<file path="config.mk">
export PLATFORM = sky130hd
export DESIGN_NAME = alu_issue_ctrl
export DESIGN_NICKNAME = d
export VERILOG_FILES = /design/src/rtl/mips_alu_pkg.sv /design/src/rtl/alu_issue_decode.sv /design/src/rtl/alu_issue_ctrl.sv
export SDC_FILE = /design/constraint.sdc
export NUM_CORES = 1
export LEC_CHECK = 0
export BUFFER_PORTS_ARGS = -buffer_cell sky130_fd_sc_hd__buf_2
export CAP_MARGIN = 20
export CORE_MARGIN = 3
export CORE_UTILIZATION = 53
export DETAILED_ROUTE_END_ITERATION = 10
export PLACE_DENSITY = 0.95
export SYNTH_ARGS = -nofsm -noshare
export SYNTH_HDL_FRONTEND = slang
export SYNTH_SLANG_ARGS = --single-unit
</file>
<file path="constraint.sdc">
create_clock -name clk -period 5 [get_ports clk]
set_input_delay 0.75 -clock clk [delete_from_list [all_inputs] [get_ports clk]]
set_output_delay 0.75 -clock clk [all_outputs]
set_load 0.1 [all_outputs]
</file>
<file path="src/rtl/mips_alu_pkg.sv">
// Shared MIPS ALU encodings: funct/opcode constants and the issue FSM state type.
package mips_alu_pkg;

  localparam logic [5:0] FN_ADD = 6'b100000;
  localparam logic [5:0] FN_SUB = 6'b100010;
  localparam logic [5:0] FN_AND = 6'b100100;
  localparam logic [5:0] FN_OR  = 6'b100101;
  localparam logic [5:0] FN_SLT = 6'b101010;
  localparam logic [5:0] FN_NOP = 6'b000000;

  localparam logic [5:0] OP_RTYPE = 6'b000000;
  localparam logic [5:0] OP_ADDI  = 6'b001000;

  typedef enum logic [1:0] {
    ST_IDLE = 2'd0,
    ST_HOLD = 2'd1,
    ST_RESP = 2'd2
  } state_t;

endpackage

</file>
<file path="src/rtl/alu_issue_decode.sv">
// Combinational decode of the supported MIPS subset into ALU funct, operands and destination.
module alu_issue_decode
  import mips_alu_pkg::*;
(
  input  logic [31:0] instr,
  input  logic [31:0] rs_data,
  input  logic [31:0] rt_data,
  output logic [5:0]  funct,
  output logic [31:0] a,
  output logic [31:0] b,
  output logic [4:0]  rd,
  output logic        legal
);

  logic [5:0] opcode;
  logic [5:0] rfunct;
  logic       unused_rs_field;

  assign opcode = instr[31:26];
  assign rfunct = instr[5:0];
  // Register numbers come in pre-read as rs_data/rt_data, so the rs field itself is not needed.
  assign unused_rs_field = ^instr[25:21];

  always_comb begin
    funct = FN_NOP;
    a     = '0;
    b     = '0;
    rd    = '0;
    legal = 1'b0;
    case (opcode)
      OP_RTYPE: begin
        case (rfunct)
          FN_ADD, FN_SUB, FN_AND, FN_OR, FN_SLT: begin
            funct = rfunct;
            a     = rs_data;
            b     = rt_data;
            rd    = instr[15:11];
            legal = 1'b1;
          end
          default: ;
        endcase
      end
      OP_ADDI: begin
        funct = FN_ADD;
        a     = rs_data;
        b     = {{16{instr[15]}}, instr[15:0]};
        rd    = instr[20:16];
        legal = 1'b1;
      end
      default: ;
    endcase
  end

endmodule

</file>
<file path="src/rtl/alu_issue_ctrl.sv">
// Issues one instruction at a time to the two-phase ALU, holds operands across its phases,
// then returns a MIPS writeback record (signed slt, overflow suppression, $0 block).
module alu_issue_ctrl
  import mips_alu_pkg::*;
#(
  parameter int ALU_LAT = 3,
  parameter int CNT_W   = 2
) (
  input  logic        clk,
  input  logic        rst,
  input  logic        instr_valid,
  output logic        instr_ready,
  input  logic [31:0] instr,
  input  logic [31:0] rs_data,
  input  logic [31:0] rt_data,
  output logic [5:0]  alu_funct,
  output logic [31:0] alu_a,
  output logic [31:0] alu_b,
  input  logic [31:0] alu_out,
  output logic        res_valid,
  input  logic        res_ready,
  output logic [31:0] res_data,
  output logic [4:0]  res_rd,
  output logic        res_we,
  output logic        res_ovf,
  output logic        res_illegal
);

  localparam logic [CNT_W-1:0] LAST_CNT = CNT_W'(ALU_LAT - 1);

  state_t           state;
  logic [CNT_W-1:0] cnt;
  logic [4:0]       rd_q;

  logic [5:0]  dec_funct;
  logic [31:0] dec_a;
  logic [31:0] dec_b;
  logic [4:0]  dec_rd;
  logic        dec_legal;

  logic        sum_msb;
  logic [30:0] sum_low_unused;
  logic        diff_msb;
  logic [30:0] diff_low_unused;
  logic        ovf_calc;
  logic        slt_bit;

  alu_issue_decode u_decode (
    .instr   (instr),
    .rs_data (rs_data),
    .rt_data (rt_data),
    .funct   (dec_funct),
    .a       (dec_a),
    .b       (dec_b),
    .rd      (dec_rd),
    .legal   (dec_legal)
  );

  // Overflow and signed compare are derived from the held operands; the ALU's own
  // overflow flag lags an evaluation and its compare is unsigned, so neither is trusted.
  assign {sum_msb, sum_low_unused}   = alu_a + alu_b;
  assign {diff_msb, diff_low_unused} = alu_a - alu_b;
  assign slt_bit = $signed(alu_a) < $signed(alu_b);

  always_comb begin
    ovf_calc = 1'b0;
    case (alu_funct)
      FN_ADD:  ovf_calc = (alu_a[31] == alu_b[31]) && (sum_msb != alu_a[31]);
      FN_SUB:  ovf_calc = (alu_a[31] != alu_b[31]) && (diff_msb != alu_a[31]);
      default: ovf_calc = 1'b0;
    endcase
  end

  assign instr_ready = (state == ST_IDLE);

  always_ff @(posedge clk) begin
    if (rst) begin
      state       <= ST_IDLE;
      cnt         <= '0;
      rd_q        <= '0;
      alu_funct   <= FN_NOP;
      alu_a       <= '0;
      alu_b       <= '0;
      res_valid   <= 1'b0;
      res_data    <= '0;
      res_rd      <= '0;
      res_we      <= 1'b0;
      res_ovf     <= 1'b0;
      res_illegal <= 1'b0;
    end else begin
      case (state)
        ST_IDLE: begin
          if (instr_valid) begin
            if (dec_legal) begin
              state     <= ST_HOLD;
              cnt       <= '0;
              alu_funct <= dec_funct;
              alu_a     <= dec_a;
              alu_b     <= dec_b;
              rd_q      <= dec_rd;
            end else begin
              state       <= ST_RESP;
              res_valid   <= 1'b1;
              res_illegal <= 1'b1;
              res_we      <= 1'b0;
              res_data    <= '0;
              res_rd      <= '0;
              res_ovf     <= 1'b0;
            end
          end
        end
        // Operands stay frozen until the ALU has seen a full latch/compute cycle.
        ST_HOLD: begin
          cnt <= cnt + 1'b1;
          if (cnt == LAST_CNT) begin
            state       <= ST_RESP;
            res_valid   <= 1'b1;
            res_illegal <= 1'b0;
            res_data    <= (alu_funct == FN_SLT) ? {31'b0, slt_bit} : alu_out;
            res_rd      <= rd_q;
            res_ovf     <= ovf_calc;
            res_we      <= !ovf_calc && (rd_q != 5'd0);
          end
        end
        ST_RESP: begin
          if (res_ready) begin
            state       <= ST_IDLE;
            cnt         <= '0;
            rd_q        <= '0;
            alu_funct   <= FN_NOP;
            alu_a       <= '0;
            alu_b       <= '0;
            res_valid   <= 1'b0;
            res_data    <= '0;
            res_rd      <= '0;
            res_we      <= 1'b0;
            res_ovf     <= 1'b0;
            res_illegal <= 1'b0;
          end
        end
        default: state <= ST_IDLE;
      endcase
    end
  end

endmodule
</file>
==> results by group, run 1 <==
Clocking
  • CTS sink cnt: 120
  • H-tree Lvls: 4
  • Post-CTS resize count: 0
  • Number of buffers created by CTS: 17
  • Clock root buffer: clkbuf_16
  • CTS Buffer Depth: 2
  • Cts hold-fix bufs: 0
  • CTS tree: done
  • CTS clock-pin slew for the worst setup and hold paths: 0.06 ns
  • Later-pin clock latency in the skew report: 0.41 ns
  • Post-CTS setup buffer count: 0

Setup path
  • Critical setup path kind: in -> reg
  • Data arrival, critical path: 3.57 ns
  • Reg2reg setup slack: 2.13 ns
  • CP Capture Type: flop
  • Type of origin of the critical path: input pin
  • CP required: 5.33 ns
  • CP Max Fanout: 20

Yosys
  • Post-synth ARST share: 0%
  • Seq/Total Area, Yosys: 38.4%
  • Synth cell types: 57
  • EDFF count, synth: 0
  • Largest family of logic cells by synthesized area: compound AO/OA/AOI/OAI gates
  • Cell count after synthesis: 769
  • Post-Synth XOR/XNOR Area: 0%
  • Multiplexer share of the synthesized area: 0.820%
  • Ys Warns: 0
  • Mapped cell area: 0.00626 mm²
  • Ys flop type: dfxtp_1
  • Synth Area in Compound Gates: 21.1%
  • Syn Area/Cell: 8.14 µm²
  • Synth Area in Simple Gates: 19.5%
  • Synth Area in Adders: 13.2%
  • #FFs+latches synth: 120
  • Syn Nets: around 970

STA
  • Final setup violation count: 0
  • Max-slew violations: 0
  • Final period util: 64.8%
  • Max_slew headroom: 27.1%
  • Unrepaired setup endpoints after global routing: false
  • Hold Vio Cnt, Final: 0
  • Layout Skew: 0.00532 ns
  • Maximum clock frequency: 0.309 GHz
  • Final Hold Slack: 0.447 ns
  • Worst Tran Pin Value: 1.09 ns
  • Setup_tns: 0 ns
  • Crit path time final: 3.24 ns

Final layout
  • Leading cell types in the layout, fill and taps excluded: buf_2, dfxtp_1, a21oi_1
  • Most common cell after layout, fill and taps aside: buf_2
  • Area Growth Syn to Fin: 30.2%
  • Final net count: ~1200
  • Share of post-route cells with drive strength above 1: between 20% and 30%

Power
  • Tot Pwr: 2.61 mW
  • PwrDens: 320 mW/mm²
  • Leak: 3.82 nW
  • Worst IR Drop VDD: roughly 0.28 mV

Routing
  • Routed vias: around 6500
  • DRT Pass-1 Iters: 6
  • DRC Markers: 0
  • Initial DRC count: 596
  • Drt via density: 5.71
  • Routed Antenna Nets: 0
  • Post-Route WL: 18.8 mm
  • Routed len/inst: 16.5 µm

Job
  • Max Cap Viol: 0

Floorplanning
  • CORE AREA: 0.0115 mm²
  • Die Wd: 115 µm
  • Initial Utilization: 54.6%
  • DIE HEIGHT: ~110 µm
  • Site row count: 39
  • Die area: around 0.013 mm²
  • Io pins: 244

Placement
  • IO buf count: 238
  • HPWL after DPL: 13.5 mm
  • RePlAce Congestion: 0.855

Global routing
  • Number of global-route vias before repair: about 6200
  • Antenna violations before repair: 3
  • First-pass GRT wire length: 29.8 mm
  • Pin count of the biggest net entering global routing: ~110
  • Grt ovf: 0
  • Total track usage: around 28%

Min path
  • HP Class: reg -> reg

Status
  • Status: finished, final reports clean
-- metrics by stage --
step                setup WS, ns  std cells  util (%)  instance area [µm²]
global placement            1.52       1108      65.1                 7460
detailed placement          1.41       1108      65.1                 7460
floorplan                   1.74        769         -                 6260
finish                      1.76       1142      71.0                 8140
global route                1.65       1142      71.0                 8140
CTS                         1.80       1140      71.0                 8140
-- registers in the layout, indices dropped and copies added (netlist names), 2 cells and up --
name and cells:
rd_q 5, alu_a 32, state 2, cnt 2, alu_b 32, res_rd 5
res_data 32, alu_funct 6
-- power by group --
group | total, mW | internal (mW) | switching (mW) | leakage, nW
sequential | 0.966 | 0.963 | 0.00366 | 0.967
clock | 1.39 | 0.937 | 0.450 | 0.323
combinational | 0.255 | 0.0672 | 0.188 | 2.53
-- cell families after synthesis --
family          count (synthesis)
buf+inv                       101
simple gates                  264
mux                             5
flops                         120
compound gates                213
fa+ha+maj                      66
-- cells in the mapped netlist, types with 3 or more instances --
cell | number | area share, %
a21o_1 | 3 | 0.36
buf_1 | 5 | 0.30
o21a_1 | 4 | 0.48
ha_1 | 66 | 13
buf_2 | 13 | 1.0
a221oi_1 | 4 | 0.56
nor2_1 | 89 | 5.3
clkbuf_1 | 26 | 1.6
nor2b_1 | 7 | 0.70
buf_6 | 3 | 0.54
buf_4 | 5 | 0.60
nand2b_1 | 3 | 0.30
o211ai_1 | 3 | 0.36
o21ai_0 | 3 | 0.24
a22oi_1 | 51 | 6.1
inv_1 | 48 | 2.9
a211oi_1 | 5 | 0.60
o31ai_1 | 5 | 0.60
dfxtp_1 | 120 | 38
nand3_1 | 45 | 3.6
nand4_1 | 4 | 0.40
o21ai_1 | 3 | 0.24
nor4_1 | 5 | 0.50
nor3_1 | 42 | 3.4
nand2_1 | 50 | 3.0
mux2i_1 | 4 | 0.64
a21oi_1 | 115 | 9.2
-- path summary, 6_finish.rpt --
check / from / to / depth (start not counted)
worst max register to register: alu_b[2] / res_we / 10
worst min-delay path: res_ovf / res_ovf / 2
worst min register to register: res_ovf / res_ovf / 2
worst max-delay path: instr[27] / alu_a[22] / 9
-- metal layers --
metal | routed length [µm] | share of wire, % | track usage (%) | vias up
met2 | 9710 | 52 | 50.3 | 308
met5 | 9 | 0.048 | 0 | -
met3 | 1530 | 8.1 | 7.56 | 30
met4 | 281 | 1.5 | 8.39 | 2
li1 | - | - | - | 3137
met1 | 7320 | 39 | 32.9 | 3043
-- cell type report --
cell class              count  area [µm²]
multi-input cells         548        3430
inverters                  49         184
well taps                 143         179
flip-flops and latches    120        2400
clock buffers              17         425
clock inverters            15         249
diodes                      2        5.00
repair buffers            248        1270
fillers                   901        3320
-- critical path: stages --
cell and delay [ns]:
buf_2 0.09, or4_1 0.59, nor2_1 0.23, o211ai_1 0.14, a21oi_2 0.34, o21a_1 0.70
buf_4 0.40, nand3_1 0.13, a21oi_1 0.19
Note: power is estimated with default switching activity, not from simulation.
==> run 2, diff against run 1 <==
CORE_UTILIZATION = 45   (was 53)
PLACE_DENSITY = 0.89   (was 0.95)
clock period = 2.8 ns   (was 5 ns; I/O delays follow)
==> results by group, run 2 (synthesized netlist as in run 1, its figures left out) <==
Status
  • Status: finished, final reports clean

Final layout
  • Inserted Diodes: 0
  • Final net count: around 1200
  • Share of post-route cells with drive strength above 1: 34.9%
  • Area Growth Syn to Fin: 33.4%
  • Leading cell types in the layout, fill and taps excluded: buf_2, a21oi_1, nor2_1
  • Most common cell after layout, fill and taps aside: buf_2
  • Layout Cells excl Fill: 1182
  • Top Registers: alu_a x32, alu_b x32, res_data x32
  • Util after Layout: 62.3%
  • Fill cells: 1207

Power
  • Leak: slightly below 4 nW
  • PwrDens: 526 mW/mm²
  • Worst IR Drop VDD: 0.431 mV

Clocking
  • H-tree Lvls: 4
  • Later-pin clock latency in the skew report: 0.41 ns
  • CTS clock-pin slew for the worst setup and hold paths: about 0.05 ns
  • Cts hold-fix bufs: 0
  • CTS sink cnt: 120
  • Number of buffers created by CTS: 17
  • Clock root buffer: clkbuf_16
  • CTS Buffer Depth: 2
  • CTS tree: done

Setup path
  • Critical setup path kind: reg -> reg
  • Critical path's slowest cell: a311o_1
  • Data arrival, critical path: 3.01 ns
  • CP Max Fanout: 4
  • CP most frequent cell: a211o_1
  • Reg-to-reg startpoint: alu_b[17]
  • Crit path cell chain: inv_1, ha_1, a211o_1, a221o_1, a211o_1, a21oi_2, o21ai_2, nand2b_4, a311o_1, a22o_1
  • CP startpoint: alu_b[17]
  • Type of origin of the critical path: flop
  • Critical path's largest stage delay: 0.39 ns
  • CP Capture Type: flop
  • CP required: slightly above 3 ns

Global routing
  • Grt ovf: 0
  • Pin count of the biggest net entering global routing: 39
  • Number of global-route vias before repair: 6156
  • Total track usage: about 25%
  • Antenna violations before repair: 0
  • First-pass GRT wire length: 30.1 mm

STA
  • Maximum clock frequency: 0.369 GHz
  • Layout Skew: 0.00723 ns
  • Final period util: 96.8%
  • Hold Vio Cnt, Final: 0
  • Crit path time final: 2.71 ns
  • Setup_tns: 0 ns
  • Max_slew headroom: a little under two thirds
  • Max-slew violations: 0
  • Worst Tran Pin Value: between 0.5 and 0.6 ns
  • Final setup violation count: 0
  • Final Hold Slack: 0.248 ns

Floorplanning
  • Site row count: 42
  • Io pins: 244
  • Initial Utilization: 46.7%
  • Die area: approximately 0.015 mm²
  • DIE HEIGHT: between 100 and 150 µm
  • CORE AREA: roughly 0.013 mm²
  • Die Wd: 124 µm

Placement
  • RePlAce Congestion: approximately 0.86
  • Placed Cells: 1151
  • IO buf count: roughly 240
  • HPWL after DPL: roughly 14 mm

Routing
  • DRC Markers: 0
  • Uppermost layer routed: met4
  • Metal2 WL: 9.86 mm
  • Routed len/inst: ~17 µm
  • Initial DRC count: 400
  • Post-Route WL: around 20 mm
  • DR WL met3: 1.62 mm
  • WL met1: between 7 and 8 mm
  • Routed vias: 6480
  • Routed Antenna Nets: 0
  • DRT Pass-1 Iters: 5
  • Drt via density: 5.48

Job
  • Max Cap Viol: 0

Min path
  • HP Class: in -> reg
  • Worst Hold Launch: alu_out[8]
==> run 2: layout make-up <==
class | count | area [µm²] | share of cell area [%]
Clock buffer | 22 | 495 | 5.94
Clock inverter | 7 | 91.3 | 1.09
Inverter | 49 | 184 | 2.20
Multi-Input combinational cell | 548 | 3450 | 41.4
Sequential cell | 120 | 2490 | 29.8
Tap cell | 176 | 220 | 2.64
Timing Repair Buffer | 260 | 1410 | 16.9
==> run 2: worst max-delay path: cells and delay by family (launching register included) <==
kind | cells | cell delay, ns
DFF | 1 | 0.36
AOI/OAI and AO/OA | 7 | 1.74
and+or+nand+nor | 1 | 0.14
adders and majority gates | 1 | 0.31
buffers and inverters | 1 | 0.04
==> run 2: path summary, 6_finish.rpt <==
kind	cells past startpoint	to	slack [ns]
hold / removal	3	res_data[8]	0.25
setup / recovery	10	res_we	0.09
setup reg to reg	10	res_we	0.09
hold reg to reg	2	res_rd[2]	0.44
==> run 2: routing by layer <==
layer | vias up | track usage (%)
li1 | 3159 | -
met1 | 3008 | 29.5
met2 | 292 | 43.8
met3 | 21 | 7.18
met4 | 0 | 8.01
met5 | - | 0
==> run 2: per-stage QoR <==
stage	area, µm²	setup WS [ns]	total power [mW]
final	8340	0.0892	4.39
after global routing	8340	-0.0151	4.53
after CTS	8310	0.0187	4.42
after detailed placement	7720	-0.0268	2.25
after global placement	7720	0.0436	2.24
after floorplan	6340	0.000981	2.06
==> run 2: repair_timing <==
action / CTS / global route
endpoints found under the setup margin: 1 / 3
gates resized for setup: 1 / 3
pin swaps: 0 / 4
buffers inserted: 0 / 2
==> run 2: report_power, final <==
part | internal [mW] | leakage [nW] | switching, mW
combinational | 0.155 | 2.60 | 0.344
sequential | 1.71 | 0.996 | 0.00972
clock | 1.42 | 0.289 | 0.758
==> run 3, diff against run 2 <==
ABC_AREA = 1   (was not set)
CORE_ASPECT_RATIO = 0.5   (was not set)
CORE_UTILIZATION = 46   (was 45)
PLACE_DENSITY = 0.88   (was 0.89)
==> results by group, run 3 <==
Yosys
  • Seq/Total Area, Yosys: 34.5%
  • Syn Nets: 1212
  • Post-synth ARST share: 0%
  • Ys flop type: dfxtp_1
  • #FFs+latches synth: between 100 and 150
  • Synth top cells by count: nand2_1, a21oi_1, inv_1
  • Mapped cell area: ~0.0070 mm²
  • Ranking of synthesized cells by area: dfxtp_1, ha_1, a21oi_1, nand2_1, o21ai_0
  • EDFF count, synth: 0
  • Leading area contributor after synthesis: dfxtp_1
  • Post-synth top area share: 34.5%
  • Syn Area/Cell: just under 7 µm²
  • Synth cell types: 34
  • Ys Warns: 0
  • Top-count cell post-synth: nand2_1
  • Cell count after synthesis: 1014

Clocking
  • Clock root buffer: clkbuf_16
  • CTS tree: done
  • Cts hold-fix bufs: 0
  • Post-CTS resize count: 0
  • Post-CTS setup buffer count: 0
  • Later-pin clock latency in the skew report: 0.42 ns
  • Number of buffers created by CTS: 17
  • CTS sink cnt: 120
  • H-tree Lvls: 4
  • CTS clock-pin slew for the worst setup and hold paths: 0.06 ns
  • CTS Buffer Depth: 2

Routing
  • DRC Markers: 0
  • Routed Antenna Nets: 0
  • Drt via density: 5.29
  • Post-Route WL: 21.4 mm
  • Routed len/inst: approximately 15 µm
  • Routed vias: 7649
  • DRT Pass-1 Iters: 6
  • Initial DRC count: 694

Placement
  • RePlAce Congestion: 0.906
  • HPWL after DPL: 15.5 mm
  • IO buf count: 238

STA
  • Unrepaired setup endpoints after global routing: false
  • Maximum clock frequency: 0.380 GHz
  • Final setup violation count: 0
  • Setup_tns: 0 ns
  • Layout Skew: 0.0102 ns
  • Hold Vio Cnt, Final: 0
  • Worst Tran Pin Value: 0.960 ns
  • Max_slew headroom: 35.9%
  • Final period util: 94.1%
  • Crit path time final: approximately 2.6 ns
  • Max-slew violations: 0

Setup path
  • Data arrival, critical path: ~3.0 ns
  • Type of origin of the critical path: flop
  • Critical setup path kind: reg -> reg
  • CP required: 3.13 ns
  • CP Max Fanout: 37
  • CP Capture Type: flop

Final layout
  • Leading cell types in the layout, fill and taps excluded: buf_2, nand2_1, a21oi_1
  • Area Growth Syn to Fin: 27.0%
  • Fill cells: 1289
  • Area of the multi-input gates: 0.00381 mm²
  • Register Area: approximately 0.0024 mm²
  • Share of post-route cells with drive strength above 1: 24.3%
  • Most common cell after layout, fill and taps aside: buf_2
  • Top Registers: alu_a x32, alu_b x32, res_data x32
  • Final net count: 1430

Floorplanning
  • Io pins: about 240
  • Initial Utilization: 47.6%
  • Site row count: 31
  • Die Wd: 180 µm
  • DIE HEIGHT: 93.0 µm
  • Die area: between 0.015 and 0.02 mm²
  • CORE AREA: between 0.01 and 0.015 mm²

Global routing
  • Pin count of the biggest net entering global routing: 74
  • First-pass GRT wire length: 33.8 mm
  • Number of global-route vias before repair: just over 7000
  • Antenna violations before repair: 2
  • Total track usage: 24.4%
  • Grt ovf: 0

Status
  • Status: finished, final reports clean

Job
  • Max Cap Viol: 0

Min path
  • HP Class: in -> reg
[run 3: worst max-delay path, stage by stage (launching register included)]
cell,delay (ns)
dfxtp_1,0.39
inv_1,0.09
ha_1,0.26
inv_1,0.12
or2_2,0.14
o21ai_0,0.14
nor3_1,0.33
nand3_1,0.23
inv_2,0.48
nand3_1,0.16
a21oi_1,0.21
[run 3: worst paths after layout]
kind | depth (start not counted) | endpoint | slack (ns) | start
worst max-delay path | 10 | res_data[5] | 0.17 | state[0]
worst min-delay path | 3 | alu_a[4] | 0.23 | rs_data[4]
worst max register to register | 10 | res_data[5] | 0.17 | state[0]
worst min register to register | 2 | cnt[1] | 0.46 | cnt[1]
[run 3: metal layers]
metal	wire length (µm)	share of wire [%]	vias up	track usage, %
li1	-	-	3756	-
met1	9030	42	3493	30.3
met2	10200	48	340	41.8
met3	1460	6.8	60	4.79
met4	635	3.0	0	10.7
met5	0	0	-	0
[run 3: kinds of logic (layout without fill, tap and decap cells)]
group / after synthesis / in the layout / synth area share (%)
other: 0 / 2 / 0
adder cells (fa/ha/maj): 66 / 66 / 11.9
flip-flops: 120 / 120 / 34.5
AO/OA/AOI/OAI: 290 / 290 / 21.9
buffers and inverters: 186 / 417 / 10.8
AND/OR/NAND/NOR: 352 / 352 / 20.8
[run 3: through the flow]
| stage | area [µm²] | setup WS [ns] | hold slack (ns) | util [%] | cells |
|---|---|---|---|---|---|
| 2_1_floorplan | 6960 | 0.175 | 0.427 | - | 1014 |
| 3_3_place_gp | 8250 | 0.503 | 0.436 | 56.4 | 1411 |
| 3_5_place_dp | 8250 | 0.304 | 0.450 | 56.4 | 1411 |
| 4_1_cts | 8830 | 0.246 | 0.225 | 60.4 | 1443 |
| 5_1_grt | 8840 | 0.0845 | 0.230 | 60.4 | 1445 |
| 6_report | 8840 | 0.165 | 0.226 | 60.4 | 1445 |
[run 3: final cells by class]
cell class              instances  share of cell area, %
well taps                     198                   2.80
repair buffers                251                   14.6
clock buffers                  17                   4.81
inverters                     134                   5.69
flip-flops and latches        120                   27.2
clock inverters                15                   1.73
multi-input cells             708                   43.1
diodes                          2                 0.0566
Power of run 3 is not shown: default switching activity piles up to over one toggle a cycle in this logic, so the estimate is an artifact.
